File: src/rtl/survivor_memory.sv
// ---------------------------------------------------------------------------
// survivor_memory
//
// Purpose:
//   Survivor path store for the Viterbi decoder. It sits just before the
//   traceback stage. Each accepted ACS column holds the predecessor state of
//   every trellis state. After DEPTH columns the block picks the traceback
//   start node. It then replays the stored columns newest-first, one column
//   per cycle, while o_en_t is high.
//
// Ports:
//   clk           in   clock, all updates on the rising edge
//   rst           in   synchronous, active-low reset
//   i_acs_valid   in   ACS column valid this cycle
//   i_prv_st      in   STATE_W x NUM_STATES predecessor column (state s at
//                      bits [s*STATE_W +: STATE_W])
//   i_pm          in   PM_W x NUM_STATES path metrics (state s at
//                      bits [s*PM_W +: PM_W]), unsigned
//   i_clear       in   releases DONE and starts a new block
//   o_ready       out  high while columns are accepted (FILL)
//   o_sel_node    out  traceback start node
//   o_bck_prv_st  out  survivor column currently addressed by the read pointer
//   o_en_t        out  traceback enable, high for exactly DEPTH cycles/block
//   o_done        out  replay complete
//
// Build option:
//   TERMINATED_TRELLIS_EN - the encoder is flushed to state 0. The start node
//   is forced to 0 and the path metrics are not used. Timing does not change.
// ---------------------------------------------------------------------------
module survivor_memory #(
    parameter int STATE_W    = 2,
    parameter int NUM_STATES = 4,
    parameter int DEPTH      = 64,
    parameter int PM_W       = 8
) (
    input  logic                          clk,
    input  logic                          rst,
    input  logic                          i_acs_valid,
    input  logic [STATE_W*NUM_STATES-1:0] i_prv_st,
    input  logic [PM_W*NUM_STATES-1:0]    i_pm,
    input  logic                          i_clear,
    output logic                          o_ready,
    output logic [STATE_W-1:0]            o_sel_node,
    output logic [STATE_W*NUM_STATES-1:0] o_bck_prv_st,
    output logic                          o_en_t,
    output logic                          o_done
);

    localparam int COL_W = STATE_W * NUM_STATES;
    localparam int PTR_W = (DEPTH > 1) ? $clog2(DEPTH) : 1;
    localparam logic [PTR_W-1:0] LAST_PTR = PTR_W'(DEPTH - 1);
    localparam logic [PTR_W-1:0] PTR_ONE  = PTR_W'(1);

    typedef enum logic [1:0] {
        ST_FILL   = 2'd0,
        ST_SELECT = 2'd1,
        ST_READ   = 2'd2,
        ST_DONE   = 2'd3
    } state_t;

    state_t             r_state;
    state_t             w_state_nxt;
    logic [PTR_W-1:0]   r_wr_ptr;
    logic [PTR_W-1:0]   r_rd_ptr;
    logic [PTR_W-1:0]   w_wr_ptr_nxt;
    logic [PTR_W-1:0]   w_rd_ptr_nxt;
    logic               w_wr_en;
    logic               w_last_col;
    logic [STATE_W-1:0] w_sel_final;
    logic [STATE_W-1:0] r_sel_node;
    logic               r_en_t;
    logic               r_done;
    logic               r_ready;

    // Survivor array. It is not reset; every entry is written by the first fill.
    logic [COL_W-1:0]   r_mem [DEPTH];

    // Lowest index of the smallest metric. A strict compare keeps the first
    // minimum, so on a tie the lowest index wins.
    function automatic logic [STATE_W-1:0] argmin_pm(
        input logic [PM_W*NUM_STATES-1:0] pm
    );
        logic [PM_W-1:0]    best;
        logic [STATE_W-1:0] idx;
        best = pm[PM_W-1:0];
        idx  = {STATE_W{1'b0}};
        for (int s = 1; s < NUM_STATES; s++) begin
            if (pm[s*PM_W +: PM_W] < best) begin
                best = pm[s*PM_W +: PM_W];
                idx  = STATE_W'(s);
            end else begin
                idx  = idx;
            end
        end
        return idx;
    endfunction

    // The start node is registered from the metrics of the final column. This
    // makes it stable for the whole SELECT cycle, so the traceback loads it
    // while en_t is still low. No separate metric latch is kept.
`ifdef TERMINATED_TRELLIS_EN
    logic w_unused_pm;
    assign w_unused_pm = ^i_pm;
    assign w_sel_final = {STATE_W{1'b0}};
`else
    assign w_sel_final = argmin_pm(i_pm);
`endif

    // Next-state, pointer and write-enable logic.
    always_comb begin
        w_state_nxt  = r_state;
        w_wr_ptr_nxt = r_wr_ptr;
        w_rd_ptr_nxt = r_rd_ptr;
        w_wr_en      = 1'b0;
        w_last_col   = 1'b0;
        case (r_state)
            ST_FILL: begin
                if (i_acs_valid) begin
                    w_wr_en = 1'b1;
                    if (r_wr_ptr == LAST_PTR) begin
                        // Terminal count: leave the pointer parked at 0.
                        w_last_col   = 1'b1;
                        w_wr_ptr_nxt = {PTR_W{1'b0}};
                        w_state_nxt  = ST_SELECT;
                    end else begin
                        w_wr_ptr_nxt = r_wr_ptr + PTR_ONE;
                    end
                end else begin
                    w_state_nxt = ST_FILL;
                end
            end
            ST_SELECT: begin
                w_rd_ptr_nxt = LAST_PTR;
                w_state_nxt  = ST_READ;
            end
            ST_READ: begin
                if (r_rd_ptr == {PTR_W{1'b0}}) begin
                    w_state_nxt = ST_DONE;
                end else begin
                    w_rd_ptr_nxt = r_rd_ptr - PTR_ONE;
                end
            end
            ST_DONE: begin
                if (i_clear) begin
                    w_wr_ptr_nxt = {PTR_W{1'b0}};
                    w_state_nxt  = ST_FILL;
                end else begin
                    w_state_nxt = ST_DONE;
                end
            end
            default: begin
                w_state_nxt  = ST_FILL;
                w_wr_ptr_nxt = {PTR_W{1'b0}};
                w_rd_ptr_nxt = {PTR_W{1'b0}};
            end
        endcase
    end

    // State, pointers and registered status outputs. The flags follow the
    // next state, so they change on the same edge as the state register.
    always_ff @(posedge clk) begin
        if (!rst) begin
            r_state    <= ST_FILL;
            r_wr_ptr   <= {PTR_W{1'b0}};
            r_rd_ptr   <= {PTR_W{1'b0}};
            r_sel_node <= {STATE_W{1'b0}};
            r_en_t     <= 1'b0;
            r_done     <= 1'b0;
            r_ready    <= 1'b1;
        end else begin
            r_state    <= w_state_nxt;
            r_wr_ptr   <= w_wr_ptr_nxt;
            r_rd_ptr   <= w_rd_ptr_nxt;
            if (w_last_col) begin
                r_sel_node <= w_sel_final;
            end else begin
                r_sel_node <= r_sel_node;
            end
            r_en_t     <= (w_state_nxt == ST_READ);
            r_done     <= (w_state_nxt == ST_DONE);
            r_ready    <= (w_state_nxt == ST_FILL);
        end
    end

    // Survivor column write. Writes are blocked while reset is asserted, so
    // an aborted block cannot disturb the array.
    always_ff @(posedge clk) begin
        if (rst && w_wr_en) begin
            r_mem[r_wr_ptr] <= i_prv_st;
        end else begin
            r_mem[r_wr_ptr] <= r_mem[r_wr_ptr];
        end
    end

    assign o_bck_prv_st = r_mem[r_rd_ptr];
    assign o_sel_node   = r_sel_node;
    assign o_en_t       = r_en_t;
    assign o_done       = r_done;
    assign o_ready      = r_ready;

endmodule

File: config.mk
export PLATFORM = sky130hd
export DESIGN_NAME = survivor_memory
export DESIGN_NICKNAME = d
export VERILOG_FILES = /design/src/rtl/survivor_memory.sv
export SDC_FILE = /design/constraint.sdc
export NUM_CORES = 1
export LEC_CHECK = 0
export CORE_AREA = 2 2 214 174
export DETAILED_ROUTE_END_ITERATION = 7
export DIE_AREA = 0 0 216 176
export PLACE_DENSITY = 0.87
export SLEW_MARGIN = 5
export SYNTH_ARGS = -nofsm -noshare
export SYNTH_HDL_FRONTEND = slang
export SYNTH_SLANG_ARGS = --single-unit
File: constraint.sdc
create_clock -name clk -period 6.45 [get_ports clk]
set_input_delay 1.29 -clock clk [delete_from_list [all_inputs] [get_ports clk]]
set_output_delay 1.29 -clock clk [all_outputs]
set_load 0.01 [all_outputs]
== Yosys cells after proc, flatten, opt, wreduce, memory -nomap -nowiden ==
Memory sizes are Yosys's and may differ from the RTL's. A register that Yosys moved wholly into a read port is not among the register bits.
Index checks and enable logic that the tools add are counted.

* Register bits after elaboration: 19
* Memory bits (writable): 512
* Output and inout bits: 13
* Word-level logic and storage cells: 60
* Memories kept: 1

{| class="wikitable"
|+ Memory list
! name !! words !! width !! read ports !! clocked after Yosys merged registers in !! write ports !! RTL line !! RTL
|-
| r_mem || 64 || 8 || 1 || 1 || 1 || 76 || <nowiki>logic [COL_W-1:0] r_mem [DEPTH];</nowiki>
|}

* Add/subtract/negate cells: 2
* $lt $le $gt $ge: 3
* Equal/unequal tests: 10
* Multiplexer cells: 27
* Bitwise logic cells: 1
* Reduce and logical (&&, ||, !) cells: 9

{| class="wikitable"
|+ Operators by type and width
! operator !! number
|-
| two-way mux 6 bit || 6
|-
| less-than comparator 8 bit || 3
|-
| two-way mux 8 bit || 3
|-
| one-hot mux 6 bit (2 select lines) || 2
|-
| two-way mux 2 bit || 6
|-
| two-way mux 1 bit || 9
|-
| equality test 2 bit, second input constant || 4
|-
| one-hot mux 2 bit (4 select lines) || 1
|-
| adder 6 x 1 -> 6 bit, second input constant || 1
|-
| equality test 6 bit, second input constant || 1
|-
| logical NOT 6 bit || 1
|-
| inequality test 2 bit, second input constant || 3
|-
| subtractor 6 x 1 -> 6 bit, second input constant || 1
|-
| logical NOT 2 bit || 2
|-
| AND reduction 2 bit || 2
|-
| nonzero test 2 bit || 2
|-
| AND reduction 3 bit || 1
|-
| equality test 2 x 1 -> 1 bit, second input constant || 1
|-
| logical AND 1 bit || 1
|-
| inequality test 0 bit || 1
|-
| OR 1 bit || 1
|}

== Depth between registers and ports, before layout ==
Gate-level depths: netlist of the first run.

* Depth in word-level cells: 6
* Mapped depth: 20
* Gate-level depth less buffers: 20

== Least setup slack after synthesis of the first run ==
OpenSTA, ideal clock, no wires.

* Kind: input port to flip-flop
* Start: input port i_pm[1]
* End: register r_sel_node[1], in the netlist o_sel_node[1]
* Setup time: 0.070 ns
* Arrival: 5.178 ns
* Setup slack: 1.203 ns
* Cell stages on the path: 18
* Path buffers: 0
* Cells stage by stage: inv_1 > ha_1 > a2111o_1 > a21oi_4 > mux2i_1 > ha_1 > a211oi_1 > o21bai_1 > nor3_1 > a21oi_4 > mux2_4 > ha_1 > a21oi_1 > o21ai_0 > nor4_1 > o31a_1 > o21ai_0 > a21oi_1

* Cells in the longest elaborated chain, start to end: 6

{| class="wikitable"
|+ RTL lines
! element !! RTL line !! RTL
|-
| from (decl) || 40 || <nowiki>input logic [PM_W*NUM_STATES-1:0] i_pm,</nowiki>
|-
| less-than comparator 8 bit || 88 || <nowiki>if (pm[s*PM_W +: PM_W] < best) begin</nowiki>
|-
| two-way mux 8 bit * || 88 ||
|-
| less-than comparator 8 bit || 88 ||
|-
| two-way mux 8 bit || 88 ||
|-
| less-than comparator 8 bit || 88 ||
|-
| two-way mux 2 bit * || 88 ||
|-
| to (signal assigned) || 166 || <nowiki>r_sel_node <= {STATE_W{1'b0}};</nowiki>
|-
| to (signal assigned) || 175 || <nowiki>r_sel_node <= w_sel_final;</nowiki>
|-
| to (signal assigned) || 177 || <nowiki>r_sel_node <= r_sel_node;</nowiki>
|-
| to (decl) || 70 || <nowiki>logic [STATE_W-1:0] r_sel_node;</nowiki>
|}

Mark *: on every way between the ends. The rest lies on a longest branch, timed or not.
A chain may end at the register's enable or synchronous reset.

== Worst setup path after layout of the first run ==
* Start: input port i_pm[1]
* End: register r_sel_node[0], in the netlist o_sel_node[0]

* Cells in the longest elaborated chain, start to end: 6

{| class="wikitable"
|+ RTL lines
! element !! RTL line
|-
| less-than comparator 8 bit || 88
|-
| two-way mux 8 bit || 88
|-
| less-than comparator 8 bit || 88
|-
| two-way mux 8 bit || 88
|-
| less-than comparator 8 bit || 88
|-
| two-way mux 2 bit * || 88
|}

Marked as above.

==> flow_summary.toml, run 1 <==
[clock_tree]
htree_levels = 2
clk_latency_ns = 0.57
cts_hold_buf = 0
cts_buffers = 48
cts_tree = "built"
clock-sinks = 537
path_clk_slew_ns = 0.06
cts-resized-gates = 0
cts.path.max_buffers = 3
clockRootBuffer = "clkbuf_16"
postCtsSetupBuffers = 0

[floorplan]
ios = 57
die_height_um = 176
dieArea_um2 = 38000
core_area_um2 = 35700
start_util = 0.596
die_x_um = 216
rows = 62

[sta]
worstMarginPinSlew_ns = 1.33
clock.fmax_mhz = 173
finalCritPeriodShare = 0.897
finalSetupTns_ns = 0
hold_viol = 0
period_needed_ns = 5.79
timing.final.ws_setup_ns = 0.663
rsz0062_at_grt = "no"
finalClockSkew_ns = 0.0197
setup_viol = 0
finalMaxSlewViolations = 0
slew_headroom = 0.112

[logic_synthesis]
netlist_area_um2 = 21300
synth_top_area_cell = "edfxtp_1"
yosysUniqueCellTypes = 44
synth_seq_area_share = 0.746
synth_enable_flop_cells = 512
yosysMostFrequentCell = "edfxtp_1"
syn_avg_cell_area_um2 = 19.7
synth_ff_type = "edfxtp_1"
yosysWarnings = 0
async_flop_share = 0
syn_nets = 1148
netlist_top_cells_count = "512 x edfxtp_1, 128 x mux4_2, 90 x nor2_1, 41 x a22oi_1, 38 x nand2_1"
syn_inst = 1081
synth_top_area_share = 0.722
netlist_top_cells_area = "edfxtp_1 72%, mux4_2 14%, dfxtp_1 2.4%, nor2_1 1.6%, a22oi_1 1.4%"
synth-seq-cells = 537

[power]
swShare = 0.201
finalPower_mw = 6.81
leakage_nw = 7.44
clockPowerShare = 0.408
power_density_nw_per_um2 = 286
p_comb_frac = 0.031
power.internal_mw = 5.45
irDropWorstVdd_mv = 0.225
p_switching_mw = 1.37
sequentialPowerShare = 0.561

[cells_and_area]
drive_above_1_share = 0.196
antennaDiodeCount = 0
stdcell_area_um2 = 23800
area_delta_synth_final_pct = 12.0
fin_util = 0.668
final_nets = 1213

[critical_path]
crit_path_start_kind = "input pin"
crit_path_top_delay_cell = "clkdlybuf4s50_1"
cpMostUsedCell = "ha_1"
critical_path_required_ns = 6.92
r2r_setup_slack_ns = 3.32
end_kind = "register"
worstPathCellList = "clkdlybuf4s50_1 > inv_1 > ha_1 > a2111o_1 > a21oi_4 > buf_4 > mux2i_1 > ha_1 > o21ai_0 > o21bai_1 > nor3_1 > a21oi_4 > mux2_4 > ha_1 > a21oi_1 > o21ai_0 > nor4_1 > o31a_1 > nand2_1 > a31oi_1"
critPathMaxStageDelay_ns = 0.49
critPathKind = "input pin to register"
worst-path-max-fanout = 7
worstPathArrival_ns = 6.26

[placed_design]
dpl-instance-area_um2 = 22300
finalWeightedCongestion = 0.817
dp.final_hpwl_um = 28100
dpl_worst_slack_ns = 0.175
numPortBuffers = 56

[global_route]
grt_pass1_wl_um = 75200
antenna_found_initial = 0
grt_pass1_vias = 11600
overflow = 0
grtUsageTotal = 0.271
grt_max_degree = 65

[route]
via_per_inst = 6.92
post-route-drc-count = 0
drtPass1Iterations = 8
first_iter_violations = 1789
wire_per_inst_um = 30.3
antenna_left = 0
postRouteWirelength_um = 50400
vias = 11500

[worst_hold_path]
hp-class = "register to register"

[status]
status = "finished, final reports clean"

[flow_run]
maxCapViolCount = 0
-- final cells by class --
class                   instances  area (µm²)
clock buffers                  67        1310
fillers                      2119       11900
well taps                     480         601
repair buffers                 68         648
inverters                      20        75.1
clock inverters                20         179
flip-flops and latches        537       15900
multi-input cells             471        5130
-- per-layer routing --
| layer | up-vias | wire length, µm | global-route usage |
|---|---|---|---|
| met1 | 5847 | 18600 | 0.383 |
| li1 | 4582 | - | - |
| met2 | 948 | 24100 | 0.431 |
| met5 | - | 0 | 0 |
| met3 | 136 | 6360 | 0.0672 |
| met4 | 0 | 1340 | 0.0739 |
-- layout by cell type, fill, tap and decap left out, drive strengths merged, types with 10 or more instances in the layout --
cell type      Yosys  routed
a22oi             41      41
clkinv             0      16
clkdlybuf4s50      0      48
clkbuf            31      67
inv               20      21
edfxtp           512     512
nand2             38      38
ha                23      23
nand3             10      10
nor2              90      90
a221oi            16      16
a21oi             17      17
a22o              16      16
o21ai             14      14
dfxtp             25      25
mux4             128     128
buf               22      20
-- final timing paths --
kind	to	cells after the start	from
worst min register to register	register	1	r_rd_ptr[0]
worst max-delay path	o_sel_node[0]	20	i_pm[1]
worst max register to register	r_mem[46][7]	5	r_state[0]
worst min-delay path	register	1	r_rd_ptr[0]
-- cells by family (layout without fill, tap and decap cells) --
| logic type | count (synthesis) | count (layout) | synth area share |
|---|---|---|---|
| flip-flops | 537 | 537 | 0.746 |
| AND/OR/NAND/NOR | 174 | 174 | 0.0356 |
| multiplexers | 143 | 143 | 0.144 |
| AO/OA/AOI/OAI | 125 | 125 | 0.0442 |
| buffers and inverters | 73 | 175 | 0.0138 |
| adder cells (fa/ha/maj) | 23 | 23 | 0.0135 |
| XOR/XNOR | 6 | 6 | 0.00247 |
-- worst max-delay path: cells and delay by family --
| kind | cells | cell delay [ns] |
|---|---|---|
| muxes | 2 | 0.59 |
| adders and majority gates | 3 | 0.87 |
| buffers and inverters | 3 | 0.73 |
| AOI/OAI and AO/OA | 9 | 1.90 |
| and+or+nand+nor | 3 | 0.88 |
-- state kept, by name (all words and copies together) (netlist names), named ones only --
signal	cells
r_mem	512
r_rd_ptr	6
r_wr_ptr	6
o_sel_node	2
r_state	2
o_done	1
o_en_t	1
o_ready	1
-- stage by stage --
step,hold slack (ns),std cells
CTS,0.532,1663
finish,0.535,1663
detailed placement,0.512,1576
floorplan,0.480,1081
global route,0.557,1663
global placement,0.501,1576
-- power by group through the flow --
stage	registers [mW]	logic (mW)	clock network [mW]
6_report	3.82	0.211	2.78
5_1_grt	3.82	0.229	2.91
4_1_cts	3.82	0.209	2.79
3_5_place_dp	3.90	0.207	0
3_3_place_gp	3.90	0.194	0
2_1_floorplan	3.90	0.0930	0
(Power assumes the default switching activity.)
==> inputs of run 2 (changes only) <==
--- a/config.mk
+++ b/config.mk
@@ -5,6 +5,7 @@
 export SDC_FILE = /design/constraint.sdc
 export NUM_CORES = 1
 export LEC_CHECK = 0
+export ABC_AREA = 0
 export CORE_AREA = 2 2 214 174
 export DETAILED_ROUTE_END_ITERATION = 7
 export DIE_AREA = 0 0 216 176
==> results of run 2 <==
The final DEF is identical to that of run 1; final timing and power are the same.
==> inputs of run 3 (changes only) <==
--- a/config.mk
+++ b/config.mk
@@ -6,9 +6,10 @@
 export NUM_CORES = 1
 export LEC_CHECK = 0
 export ABC_AREA = 0
-export CORE_AREA = 2 2 214 174
+export CORE_AREA = 3 3 215 175
 export DETAILED_ROUTE_END_ITERATION = 7
-export DIE_AREA = 0 0 216 176
+export DIE_AREA = 0 0 218 178
+export GPL_ROUTABILITY_DRIVEN = 0
 export PLACE_DENSITY = 0.87
 export SLEW_MARGIN = 5
 export SYNTH_ARGS = -nofsm -noshare
==> flow_summary.toml, run 3 (same netlist as run 1, synthesis figures left out) <==
[clock_tree]
clockRootBuffer = "clkbuf_16"
cts_buffers = 46
htree_levels = 2
clk_latency_ns = 0.57
path_clk_slew_ns = 0.07
cts_tree = "built"
postCtsSetupBuffers = 0
cts.path.max_buffers = 3
clock-sinks = 537
cts-resized-gates = 0
cts_hold_buf = 0

[floorplan]
die_x_um = 218
dieArea_um2 = 38800
ios = 57
rows = 62
core_area_um2 = 35700
start_util = 0.596
die_height_um = 178

[sta]
slew_headroom = 0.0981
finalMaxSlewViolations = 0
setup_viol = 0
finalSetupTns_ns = 0
worstMarginPinSlew_ns = 1.35
hold_viol = 0
rsz0062_at_grt = "no"
finalClockSkew_ns = 0.0210
finalCritPeriodShare = 0.871
clock.fmax_mhz = 178
timing.hold.ws_ns = 0.517
period_needed_ns = 5.62

[cells_and_area]
mostFrequentLayoutCell = "edfxtp_1"
area_delta_synth_final_pct = 12.0
final_cell_mix = "512 x edfxtp_1, 128 x mux4_2, 89 x nor2_1, 49 x clkbuf_16, 48 x clkdlybuf4s50_1"
reg.largest.list = "r_mem x512, r_rd_ptr x6, r_wr_ptr x6"
largest_reg_flops = 512
regMostFlops = "r_mem"
drive_above_1_share = 0.199
antennaDiodeCount = 0
final_nets = 1216
final_cells = 1665

[power]
swShare = 0.200
leakage_nw = 7.45
p_switching_mw = 1.36
power_density_nw_per_um2 = 285
clockPowerShare = 0.405
irDropWorstVdd_mv = 0.202
power.internal_mw = 5.42
sequentialPowerShare = 0.564
p_comb_frac = 0.031

[global_route]
overflow = 0
grt_pass1_vias = 11600
grt_max_degree = 65
antenna_found_initial = 1
grtUsageTotal = 0.271
grt_pass1_wl_um = 76700

[critical_path]
critical_path_required_ns = 6.94
end_kind = "register"
crit_path_start_kind = "input pin"
worst-path-max-fanout = 7
critPathKind = "input pin to register"
worstPathArrival_ns = 6.11

[flow_run]
maxCapViolCount = 0

[placed_design]
dp.final_hpwl_um = 28600
placed_cells = 1580
numPortBuffers = 56

[route]
vias = 11600
antenna_left = 0
postRouteWirelength_um = 51400
wire_per_inst_um = 30.9
first_iter_violations = 1994
post-route-drc-count = 0
drtPass1Iterations = 7
via_per_inst = 6.96

[worst_hold_path]
hp-class = "register to register"

[status]
status = "finished, final reports clean"
==> run 3: cell types whose count changed in the layout (fill, tap and decap cells not counted), sizes merged <==
cell    previous run  this run
buf               20        25
clkinv            16        15
clkbuf            67        65
==> run 3: final cells by class <==
| cell class | instances | area, µm² |
|---|---|---|
| sequential | 537 | 15900 |
| clock inverter | 19 | 169 |
| fill | 2139 | 11800 |
| inverter | 20 | 75.1 |
| multi-input combinational | 471 | 5120 |
| timing repair buffer | 73 | 698 |
| clock buffer | 65 | 1300 |
| tap | 480 | 601 |
==> run 3: per-layer routing <==
layer / track usage / vias up / part of all wire
met5: 0 / - / 0.00029
met4: 0.0772 / 2 / 0.034
met3: 0.0627 / 155 / 0.12
met2: 0.427 / 1011 / 0.48
met1: 0.389 / 5834 / 0.37
li1: - / 4590 / -
==> run 3: worst max-delay path, cell delays in order <==
cell,delay (ns)
clkdlybuf4s50_1,0.47
inv_1,0.05
ha_1,0.29
a2111o_1,0.40
a21oi_4,0.30
mux2i_1,0.30
ha_1,0.27
o21a_1,0.18
o21ai_0,0.29
nor2_1,0.10
nor2_1,0.30
a21oi_4,0.13
mux2_4,0.33
ha_1,0.29
a21oi_1,0.13
o21ai_0,0.14
nor4_1,0.36
o31a_1,0.23
o21ai_0,0.08
a21oi_1,0.15
==> run 3: metrics by stage <==
step	power (mW)	util	setup WS, ns	instance area, µm²
finish	6.78	0.668	0.831	23800
global route	6.93	0.668	0.424	23800
CTS	6.80	0.668	0.856	23800
detailed placement	4.11	0.627	0.285	22400
global placement	4.09	0.627	0.401	22400
floorplan	3.99	-	1.20	21300
==> run 3: worst paths after layout <==
kind,start,end,slack [ns],depth (start not counted)
max,i_pm[1],o_sel_node[1],0.83,20
min,r_rd_ptr[0],register,0.52,1
max reg2reg,r_state[0],r_mem[38][5],3.43,5
min reg2reg,r_rd_ptr[0],register,0.52,1
==> run 3: power groups by stage <==
stage	clock network, mW	logic (mW)	registers, mW
detailed placement	0	0.208	3.90
finish	2.75	0.213	3.82
floorplan	0	0.0930	3.90
global placement	0	0.195	3.90
global route	2.88	0.232	3.82
CTS	2.76	0.210	3.82
